==> config.mk <==
export PLATFORM = sky130hd
export DESIGN_NAME = mem_port_arbiter
export DESIGN_NICKNAME = d
export VERILOG_FILES = /design/src/rtl/mem_port_arbiter.sv
export SDC_FILE = /design/constraint.sdc
export NUM_CORES = 1
export LEC_CHECK = 0
export ABC_AREA = 1
export ABC_CLOCK_PERIOD_IN_PS = 2500
export CORE_MARGIN = 5
export CORE_UTILIZATION = 38
export CTS_BUF_LIST = sky130_fd_sc_hd__clkbuf_16
export CTS_CLUSTER_DIAMETER = 50
export DETAILED_ROUTE_END_ITERATION = 6
export HOLD_SLACK_MARGIN = 0.08
export PLACE_DENSITY = 0.88
export SLEW_MARGIN = 40
export SYNTH_ARGS = -nofsm -noshare
export SYNTH_HDL_FRONTEND = slang
export SYNTH_SLANG_ARGS = --single-unit
==> constraint.sdc <==
create_clock -name clock -period 2.5 [get_ports clock]
set_input_delay 0.625 -clock clock [delete_from_list [all_inputs] [get_ports clock]]
set_output_delay 0.625 -clock clock [all_outputs]
set_load 0.02 [all_outputs]
==> src/rtl/mem_port_arbiter.sv <==
// Round-robin arbiter for the single-port node memory.
// One master owns the memory at a time (registered one-hot grant). While a
// master is granted and requesting, its address, write enable and write data
// are muxed onto the memory port. A lock keeps ownership across cycles, up to
// MAX_HOLD consecutive accesses. Read results are routed back to the issuing
// master by a tag that travels RD_LAT cycles alongside the memory read.
module mem_port_arbiter #(
  parameter int NREQ     = 3,
  parameter int AW       = 11,
  parameter int DW       = 16,
  parameter int RD_LAT   = 1,
  parameter int MAX_HOLD = 64
) (
  input  logic              clock,
  input  logic              rst,
  input  logic [NREQ-1:0]   req,
  input  logic [NREQ-1:0]   lock,
  input  logic [NREQ-1:0]   wr_en_in,
  input  logic [NREQ*AW-1:0] addr_in,
  input  logic [NREQ*DW-1:0] wdata_in,
  output logic [NREQ-1:0]   gnt,
  output logic [NREQ-1:0]   rvalid,
  output logic [DW-1:0]     rdata,
  output logic              hold_err,
  output logic [AW-1:0]     mem_address,
  output logic              mem_wr_en,
  output logic [DW-1:0]     mem_data_in,
  input  logic [DW-1:0]     mem_data_out
);

  localparam int IW = (NREQ > 1) ? $clog2(NREQ) : 1;
  localparam int HW = $clog2(MAX_HOLD + 1);

  typedef enum logic {
    S_IDLE = 1'b0,
    S_OWN  = 1'b1
  } state_t;

  state_t          r_state;
  state_t          w_state_nx;
  logic [IW-1:0]   r_owner;
  logic [IW-1:0]   w_owner_nx;
  logic [IW-1:0]   r_last;
  logic [IW-1:0]   w_last_nx;
  logic [NREQ-1:0] r_gnt;
  logic [NREQ-1:0] w_gnt_nx;
  logic [HW-1:0]   r_hold_cnt;
  logic [HW-1:0]   w_hold_cnt_nx;

  logic [AW-1:0]   r_addr_hold;
  logic [DW-1:0]   r_wdata_hold;

  // Read-return tag pipeline: stage p0 is the tag of the read issued in the
  // previous cycle, the last stage lines up with mem_data_out.
  logic [NREQ-1:0] r_rtag_p [RD_LAT];
  logic [NREQ-1:0] w_rtag;

  logic            w_access;
  logic            w_hold_hit;
  logic            w_release;
  logic            w_any_req;
  logic [IW-1:0]   w_pick;
  logic [AW-1:0]   w_addr_o;
  logic [DW-1:0]   w_wdata_o;
  logic            w_wr_o;
  logic            w_req_o;
  logic            w_lock_o;

  // First requester strictly after 'after' in cyclic order; 'after' itself is
  // visited last, so it only wins when it is the sole requester.
  function automatic logic [IW-1:0] rr_pick(input logic [NREQ-1:0] r,
                                            input logic [IW-1:0]   after);
    logic [IW-1:0] pick;
    int            idx;
    pick = after;
    for (int k = NREQ; k >= 1; k--) begin
      idx = (int'(after) + k) % NREQ;
      if (r[IW'(idx)]) pick = IW'(idx);
    end
    return pick;
  endfunction

  // Select the current owner's request, lock and transaction fields
  always_comb begin
    w_req_o   = req[r_owner];
    w_lock_o  = lock[r_owner];
    w_wr_o    = wr_en_in[r_owner];
    w_addr_o  = addr_in[int'(r_owner)*AW +: AW];
    w_wdata_o = wdata_in[int'(r_owner)*DW +: DW];
  end

  // Access qualification, forced-release detection and next grant selection
  always_comb begin
    w_any_req  = |req;
    w_access   = (r_state == S_OWN) && w_req_o;
    w_hold_hit = w_access && w_lock_o && (r_hold_cnt == HW'(MAX_HOLD - 1));
    w_release  = (r_state == S_OWN) && (!w_req_o || !w_lock_o || w_hold_hit);
    w_pick     = rr_pick(req, (r_state == S_OWN) ? r_owner : r_last);
    w_rtag     = (w_access && !w_wr_o) ? r_gnt : '0;
  end

  // Next-state logic for ownership, grant, RR pointer and hold counter
  always_comb begin
    w_state_nx    = r_state;
    w_owner_nx    = r_owner;
    w_last_nx     = r_last;
    w_gnt_nx      = r_gnt;
    w_hold_cnt_nx = r_hold_cnt;
    case (r_state)
      S_IDLE: begin
        if (w_any_req) begin
          w_state_nx    = S_OWN;
          w_owner_nx    = w_pick;
          w_gnt_nx      = NREQ'(1) << w_pick;
          w_hold_cnt_nx = '0;
        end
      end
      S_OWN: begin
        if (w_release) begin
          w_last_nx     = r_owner;
          w_hold_cnt_nx = '0;
          if (w_any_req) begin
            w_owner_nx = w_pick;
            w_gnt_nx   = NREQ'(1) << w_pick;
          end else begin
            w_state_nx = S_IDLE;
            w_gnt_nx   = '0;
          end
        end else if (w_access) begin
          w_hold_cnt_nx = r_hold_cnt + HW'(1);
        end
      end
      default: begin
        w_state_nx = S_IDLE;
        w_gnt_nx   = '0;
      end
    endcase
  end

  // Arbitration state registers
  always_ff @(posedge clock or posedge rst) begin
    if (rst) begin
      r_state    <= S_IDLE;
      r_owner    <= '0;
      r_last     <= IW'(NREQ - 1);
      r_gnt      <= '0;
      r_hold_cnt <= '0;
    end else begin
      r_state    <= w_state_nx;
      r_owner    <= w_owner_nx;
      r_last     <= w_last_nx;
      r_gnt      <= w_gnt_nx;
      r_hold_cnt <= w_hold_cnt_nx;
    end
  end

  // Remember the last driven address/data so the port holds them when idle
  always_ff @(posedge clock or posedge rst) begin
    if (rst) begin
      r_addr_hold  <= '0;
      r_wdata_hold <= '0;
    end else if (w_access) begin
      r_addr_hold  <= w_addr_o;
      r_wdata_hold <= w_wdata_o;
    end
  end

  // Read tag pipeline, aligned with the memory read latency
  always_ff @(posedge clock or posedge rst) begin
    if (rst) begin
      for (int k = 0; k < RD_LAT; k++) r_rtag_p[k] <= '0;
    end else begin
      r_rtag_p[0] <= w_rtag;
      for (int k = 1; k < RD_LAT; k++) r_rtag_p[k] <= r_rtag_p[k-1];
    end
  end

  // Memory port and master-facing outputs
  always_comb begin
    mem_wr_en   = w_access && w_wr_o;
    mem_address = w_access ? w_addr_o  : r_addr_hold;
    mem_data_in = w_access ? w_wdata_o : r_wdata_hold;
    gnt         = r_gnt;
    rvalid      = r_rtag_p[RD_LAT-1];
    rdata       = mem_data_out;
    hold_err    = w_hold_hit;
  end

endmodule
Word-level counts from Yosys, hierarchy flattened
Index checks and enable logic that the tools add are counted.

operators by class
  shift operators = 3
  multiplexer cells = 36
  reductions and logical operators = 15
  equality and inequality tests = 4
  $lt $le $gt $ge = 4
  $mul = 1
  divide/modulo/power cells = 3
  bitwise logic cells = 1
  add/sub/neg operators = 4

operators with widths
  cell                     count
  $mod A32 B3 Y32 const B  3
  $shiftx A48 B7 Y16       1
  $shiftx A33 B7 Y11       1
  $mux W7                  3
  $mux W16                 1
  $pmux W7 S2              1
  $bmux W1 S2              6
  $lt A2 B4 Y1 const B     3
  $mux W2                  6
  $mux W3                  4
  $mux W1                  11
  $mux W11                 1
  $add A7 B1 Y7 const B    1
  $eq A7 B6 Y1 const B     1
  $add A2 B2 Y3 const B    2
  $logic_and A1 B1 Y1      6
  $mul A2 B4 Y6 const B    1
  $pmux W3 S2              1
  $reduce_and A2 Y1        3
  $pmux W2 S2              1
  $add A2 B1 Y3 const B    1
  $logic_not A1 Y1         3
  $lt A2 B3 Y1 const B     1
  $ne A3 B1 Y1 const B     1
  7 further kinds          8

word-level totals
  input port bits = 108
  output and inout port bits = 51
  bits in registers = 45

Logic depth before layout (Yosys ltp)
  depth in word-level cells = 13
  mapped depth = 18

Worst setup path after synthesis
Ideal clock, no wire load.

  path type = input to output
  start = input port req[1]
  end = output port mem_address[5]
  data required time = 1875 ps
  slack = 148 ps
  stages = 8
  arrival = 1727 ps
  path through = inv_1 nand2_1 nand3_1 nand2_1 nand2_1 clkinv_2 buf_2 a31oi_1

on the way
  word-level cells in the longest chain between the ends = 4

ends and longest elaborated chain
  what                           RTL line  source
  start, declared                16        input logic [NREQ-1:0] req,
  $bmux W1 S2                    85        w_req_o = req[r_owner];
  $mux W1 (not written as such)  85
  $logic_and A1 B1 Y1            95        w_access = (r_state == S_OWN) && w_req_o;
  $mux W11                       181       mem_address = w_access ? w_addr_o : r_addr_hold;
  end, declared                  25        output logic [AW-1:0] mem_address,

No other way between the ends. The select of a mux whose other input is x is not followed.

Final worst setup path
  start = input port addr_in[7]
  end = output port mem_address[7]

on the way
  word-level cells in the longest chain between the ends = 2

ends and longest elaborated chain
  what                RTL line  source
  start, declared     19        input logic [NREQ*AW-1:0] addr_in,
  $shiftx A33 B7 Y11  88        w_addr_o = addr_in[int'(r_owner)*AW +: AW];
  $mux W11            181

No other way between the ends.

==> metrics <==
Post-Synthesis Cells=383; row count=30; share of cells above drive strength 1=0.336; syn_nets=about 500; Area growth, synth to finish=96.7%; Compound-Gate Fraction of Synth Area=0.155; via count=between 3000 and 4000; clk sinks=45; first-pass GRT wire length=approximately 18000 µm; Final Setup Violations=17; PortBufs=roughly 130; leakage power=between 2 and 2.5 nW; GRT Total Usage=0.262; die width=94.7 µm; I/O pin cnt=about 160; most numerous cell on the critical path=nor2_1; sequential group share of total power=0.155; Initial Utilization=0.397; Final Max Slew Viols=0; CTS H-tree lvls=2; RSZ-0062 raised after global routing=yes; Placed Area=0.00427 mm²; final setup margin=-139 ps; Detail Route Antenna Nets=0; CTS tree=built; reg2reg setup slack=100 ps; main combinational cell family by area after synthesis=simple AND/OR/NAND/NOR gates; Final HPWL DP=7370 µm; Worst Path Arrival=approximately 2000 ps; Max stage delay on crit path=470 ps; largest net degree at the start of global routing=28; final core utilization=0.780; Clk Latency, worst-skew pair=about 290 ps; die area=0.00897 mm²; syn_area_per_cell=a little over 7 µm²; Post-Syn Area=roughly 0.0027 mm²; nets@finish=a little under 700; # fillers=between 300 and 400; clock skew=around 12 ps; DRT Pass-1 Iters=5; Adder-Cell Fraction of Synth Area=0.0184; final instance area=roughly 0.0054 mm²; Slew HR=0.629; Reg area=0.00113 mm²; placed cells=between 600 and 700; Die Ht=about 95 µm; # DRC=0; area leader, netlist=dfrtp_1; core area=roughly 0.0069 mm²; DRT iter0 DRCs=roughly 260; mux cell area share after synthesis=0; Setup TNS=-823 ps; synth top area cells=dfrtp_1 (40%), nor2_1 (14%), nand2_1 (10%); wire per inst=22.3 µm; Worst EP required=between 1500 and 2000 ps; via/cell ratio=between 5 and 6; CTS Hold Buffers Added=0; Yosys cell types=28; slowest CP cell=clkdlybuf4s50_1; cts bufs inserted=5; Max Freq=around 0.38 GHz; Yosys Warn Count=0; failing checks=setup timing; critical path peak fanout=2; fraction of the mapped netlist area in simple logic gates=0.284; Hold Vio Cnt, Final=0; crit share post-route=1.06; P_int=between 0.004 and 0.005 W; delay-heaviest family, CP=buffers and inverters; switching part of the total=0.462; Routed WL=between 10000 and 15000 µm; min Tclk post-route=approximately 2600 ps; Worst-path clk slew=about 60 ps; worst hold slack=approximately 500 ps; deepest clock path buffer count=2; CP Launch Type=input pin; Buffers & Inverters on Critical Path=2; post-synth top area share=0.404; register area share after synthesis=0.414; area of the multi-input gates=0.00179 mm²; crit-path cells=clkdlybuf4s50_1, nor2_1, nor2_1, o21ai_0, a31oi_4, buf_6; grt ovf=0; vias in the first global route=about 3700; hold crit path type=flop to flop; power share of the clock group=0.076; antenna cell count=0; FF+latch count, synth=45; IR drop worst, VDD=0.689 mV; CP Capture Type=primary output; Root Buffer=clkbuf_16; maxcap violations=0; NetSw=just under 0.004 W; routability cong.=approximately 0.97; CP Class=input pin to primary output; Least-Margin Pin Slew=roughly 550 ps; XOR/XNOR Fraction of Synth Area=0.0129; Power Dens Cells=1580 mW/mm²; combinational power share=0.769; non-filler instance count after layout=664; initial antenna violation count=0; status=finished with violations
[cells by family after synthesis]
| logic type | after synthesis |
|---|---|
| buf+inv | 60 |
| compound gates | 75 |
| flops | 45 |
| xor+xnor | 4 |
| fa+ha+maj | 4 |
| simple gates | 195 |
[registers in the layout, summed over array words and instances, names as in the netlist]
name / flops
gnt: 3
r_addr_hold: 11
rvalid: 3
r_state: 1
r_wdata_hold: 16
r_owner: 2
r_last: 2
r_hold_cnt: 7
[synth_stat cells, drive strengths merged]
master and n:
dfstp 1, o22ai 1, ha 4, xor2 4, inv 26, a22o 1
o21ai 37, nor3 2, nand4 2, a31oi 28, a21oi 6, clkbuf 5
nand2 75, nand3 14, a2bb2oi 1, nor3b 1, nor2 101, clkinv 1
buf 28, o21bai 1, dfrtp 44
[power by group through the flow]
stage | registers, W | logic [W] | clock network, W
global placement | 0.00118 | 0.00398 | 0
floorplan | 0.00118 | 0.00216 | 0
finish | 0.00131 | 0.00652 | 0.000642
detailed placement | 0.00119 | 0.00408 | 0
CTS | 0.00121 | 0.00525 | 0.000630
global route | 0.00132 | 0.00683 | 0.000672
[area by class of cell]
type                            count  area share
Sequential cell                    45       0.211
Inverter                           27      0.0203
Clock inverter                      3     0.00233
Timing Repair Buffer              210       0.388
Clock buffer                        5      0.0233
Multi-Input combinational cell    278       0.333
Tap cell                           96      0.0224
[worst paths after layout]
check	startpoint	to	cells after the start
setup / recovery	addr_in[7]	mem_address[7]	6
hold / removal	r_last[1]	r_last[1]	2
setup reg to reg	r_owner[0]	gnt[0]	17
hold reg to reg	r_last[1]	r_last[1]	2
max in group asynchronous	rst	r_last[1]	3
min in group asynchronous	rst	r_wdata_hold[9]	2
[worst min-delay path: cells and delay by family (launching register included)]
kind,cells,cell delay [ps]
DFF,1,370
AOI/OAI and AO/OA,1,70
and+or+nand+nor,1,50
[layout by cell type, fill, tap and decap left out, types with 8 or more instances in the layout]
master,Yosys,routed
a31oi_4,0,18
buf_6,2,15
nor2_4,0,18
o21ai_0,33,31
buf_12,0,8
dfrtp_1,44,43
nand2_1,75,73
nand3_1,14,14
inv_1,22,19
clkdlybuf4s50_1,0,94
clkbuf_16,0,8
nor2_1,100,76
a31oi_2,0,9
buf_4,18,81
[timing repair]
action | in CTS | in global routing
buffers inserted | 21 | 12
endpoints found under the setup margin | 29 | 34
resized for setup | 251 | 54
cloned | 3 | 3
pin swaps | 5 | 4
[metrics by stage]
stage          setup WS [ps]  total power, W
2_1_floorplan            148         0.00334
3_3_place_gp            -762         0.00516
3_5_place_dp            -834         0.00527
4_1_cts                 12.0         0.00709
5_1_grt                 -212         0.00882
6_report                -139         0.00847
[per-layer routing]
| layer | GRT usage | vias up | part of all wire |
|---|---|---|---|
| met1 | 0.287 | 1792 | 0.37 |
| met3 | 0.0677 | 75 | 0.10 |
| met2 | 0.462 | 269 | 0.48 |
| met4 | 0.136 | 0 | 0.054 |
| met5 | 0 | - | 0 |
| li1 | - | 1598 | - |
Note: power is estimated with default switching activity, not from simulation.
==> patch 1 (config.mk and constraints unchanged) <==
`NREQ`: 3 -> 5.
--- a/src/rtl/mem_port_arbiter.sv
+++ b/src/rtl/mem_port_arbiter.sv
@@ -6,5 +6,5 @@
 // master by a tag that travels RD_LAT cycles alongside the memory read.
 module mem_port_arbiter #(
-  parameter int NREQ     = 3,
+  parameter int NREQ     = 5,
   parameter int AW       = 11,
   parameter int DW       = 16,
Ports: changed (7 resized); port bits go from 159 to 223. The function was not compared with the original's and may differ.
==> patch 1 against the original RTL <==
Final cell count rose by 75%; wire length rose by 56%; total power rose by 99%; final area rose by 70%; sequential cell count rose by 6; clock power rose by 19%; hold slack improved by 0.0064 ns; the run still ends with negative setup slack left; global-route usage fell by 1.0 points; critical endpoint is now gnt[1]; utilization fell by 5.0 points; synthesized area rose by 76%; highest routed layer unchanged; largest cell class is now multi-input gates; worst setup slack got worse by 1.3 ns; combinational power rose by 130%.
==> patch 1: results <==
run_status:
  status: "finished, violations left"
  violations: "negative setup slack"
final_layout:
  multi_input_cells: 538
  design.seq.count: 51
  nNetsFinal: 1183
  multi_input_area_share_pct: 42.36
  synthToLayoutAreaGrowth_pct: 90.35
  inverters_excl_clock: 68
  buf_share_pct: 36.45
  fillerInstances: 834
  sh_seq_area_pct: 14.04
global_routing:
  grt_util_met2_pct: 44.56
  grt_max_degree: 60
  grt_pass1_vias: 6164
  met3_usage_pct: 4.747
  use_met1_pct: 29.35
  grt_pass1_wl_mm: 29.84
yosys:
  synth_fp_nets: 902
  synth_common_cells: "nand2_1, nor2_1, o21ai_0"
  synthTopCellsByArea: "dfrtp_1, nand2_1, nor2_1, o21ai_0, ha_1"
  ys_seq_area_share_pct: 26.69
  synthAdderAreaFrac_pct: 6.275
  syn_avg_cell_area_um2: 6.741
power_and_ir_drop:
  p_sw_mw: 8.704
  power.total_mw: 16.82
  vdd_ir_drop_max_v: 0.0009400
  clkPwrFrac_pct: 4.5
placed_design:
  portBuffers: 190
  place_area_um2: 7720
  place_congestion: 0.9620
  dp.cells: 1103
setup_path:
  path_max_fanout: 4
  slowest_stage: "dfrtp_1"
  crit_family: "simple AND/OR/NAND/NOR gates"
  critPathMaxStageDelay_ns: 0.45
  r2r_cells: 34
route:
  met1Wirelength_mm: 8.306
  route.vias.total: 6678
  viasPerCell: 5.737
  wl_met3_mm: 2.106
timing:
  finalWorstSetupSlack_ns: -1.431
  setup_violations: 48
clock_network:
  clk_latency_ns: 0.31
  cts.clk_slew.worst_paths_ns: 0.08
die:
  n_tap_cell: 172
patch 1: changes by cell type after synthesis, moves of 6 or more:
cell      before  now
inv_1         22   59
o31ai_1        0   27
clkbuf_1       5   34
nand2_1       75  122
nand2_2        0   16
o22ai_1        1   33
nand3_1       14   40
o21ai_0       33   75
dfrtp_1       44   50
buf_2          6    0
ha_1           4   24
patch 1: final timing paths:
| check | end | startpoint | slack, ns |
|---|---|---|---|
| hold / removal | r_addr_hold[2] | r_addr_hold[2] | 0.50 |
| max in group asynchronous | r_last[2] | rst | 1.53 |
| min in group asynchronous | r_wdata_hold[5] | rst | 0.69 |
| setup reg to reg | gnt[1] | r_state | -1.43 |
| hold reg to reg | r_addr_hold[2] | r_addr_hold[2] | 0.50 |
| setup / recovery | gnt[1] | r_state | -1.43 |
patch 1: repair_timing:
action	in CTS	in global routing
gates cloned	3	4
gates resized for setup	226	128
pin swaps	21	51
buffers inserted	24	26
endpoints found under the setup margin	43	46
==> patch 2 (same flow settings) <==
Made on the original files. Put a register stage on the output `hold_err`, with the module's reset. The value now appears one clock later. The other outputs are not delayed to match.
--- a/src/rtl/mem_port_arbiter.sv
+++ b/src/rtl/mem_port_arbiter.sv
@@ -36,4 +36,6 @@
     S_OWN  = 1'b1
   } state_t;
+
+  logic hold_err_d;
 
   state_t          r_state;
@@ -184,5 +186,13 @@
     rvalid      = r_rtag_p[RD_LAT-1];
     rdata       = mem_data_out;
-    hold_err    = w_hold_hit;
+    hold_err_d  = w_hold_hit;
+  end
+
+  always_ff @(posedge clock or posedge rst) begin
+    if (rst) begin
+      hold_err <= '0;
+    end else begin
+      hold_err <= hold_err_d;
+    end
   end
 
Check against the original RTL: no difference found for any inputs over 4 cycles, from zero or initial values and one cycle with rst high; that may be too few to reach the edited logic, so the function may still have changed.
==> patch 2 against the original RTL <==
The run still ends with negative setup slack left; worst setup slack gained 0.025 ns; synthesized cell count grew 0.26%; global-route usage shrank 4.0 points; sequential cell count grew 1; final area shrank 4.5%; wire length shrank 18%; synthesized area grew 0.92%; hold slack gained 0.027 ns; total power shrank 10%; highest routed layer unchanged.
==> patch 2: results <==
route:
  dr_wl_met2_mm: 6.158
  dr.pass1.iters: 4
  routed_wirelength_mm: 12.06
  met1Wirelength_mm: 4.406
timing:
  finalWorstSetupSlack_ns: -0.1144
  worstMarginPinSlew_ns: 0.4536
  setup_violations: 2
  hold_slack_ns: 0.5204
setup_path:
  crit_arrival_ns: 1.99
power_and_ir_drop:
  vdd_ir_drop_max_v: 0.0006176
  p_leak_nw: 2.165
global_routing:
  grt_pass1_vias: 3299
  met3_usage_pct: 4.815
  use_met1_pct: 25.42
  grt_pass1_wl_mm: 15.75
  grt_max_degree: 32
  grt_util_met2_pct: 40.47
  track_usage_pct: 22.14
placed_design:
  place_congestion: 0.9275
  hpwl_mm: 6.919
  post-place-ws_ns: -0.7910
yosys:
  synth_xor_area_share_pct: 1.274
run_status:
  status: "finished, violations left"
  violations: "negative setup slack"
min_path:
  worstHoldStart: "gnt[1]"
-- patch 2: cell types whose count changed after synthesis, sizes merged --
| cell | unedited run | this run |
|---|---|---|
| dfrtp | 44 | 45 |
-- patch 2: cell type report --
cell class              count  area (um^2)
fillers                   469         2017
multi-input cells         278         1739
clock buffers               5        125.1
clock inverters             2        33.78
inverters                  27        113.9
well taps                  99        123.9
repair inverters            1        8.758
flip-flops and latches     46         1154
repair buffers            186         1822
-- patch 2: where the power goes --
group,switching [mW],internal (mW),total (mW),leakage (nW)
sequential,0.205,1.07,1.28,0.552
combinational,3.03,2.57,5.60,1.54
clock,0.258,0.462,0.720,0.0773
-- patch 2: per-stage QoR --
| stage | TNS (ns) | instances |
|---|---|---|
| finish | -0.1629 | 644 |
| global route | -0.5010 | 644 |
| CTS | -0.1178 | 635 |
| detailed placement | -20.31 | 615 |
| global placement | -20.25 | 615 |
| floorplan | 0 | 384 |
-- patch 2: repair_timing --
action / 4_1_cts / 5_1_grt
pin swaps: 2 / 4
endpoints found under the setup margin: 28 / 36
setup buffers: 10 / 5
cloned: 3 / 4
resized for setup: 211 / 70
-- patch 2: logic make-up (layout without fill, tap and decap cells) --
logic type,count (synthesis),in the layout
AO/OA/AOI/OAI,75,75
XOR/XNOR,4,4
adder cells (fa/ha/maj),4,4
buffers and inverters,60,221
flip-flops,46,46
AND/OR/NAND/NOR,195,195
-- patch 2: worst max-delay path: stages --
cell and delay, ns:
clkdlybuf4s50_1 0.48, nor2_1 0.05, nor2_1 0.09, o21ai_0 0.19, a31oi_2 0.34, buf_4 0.20
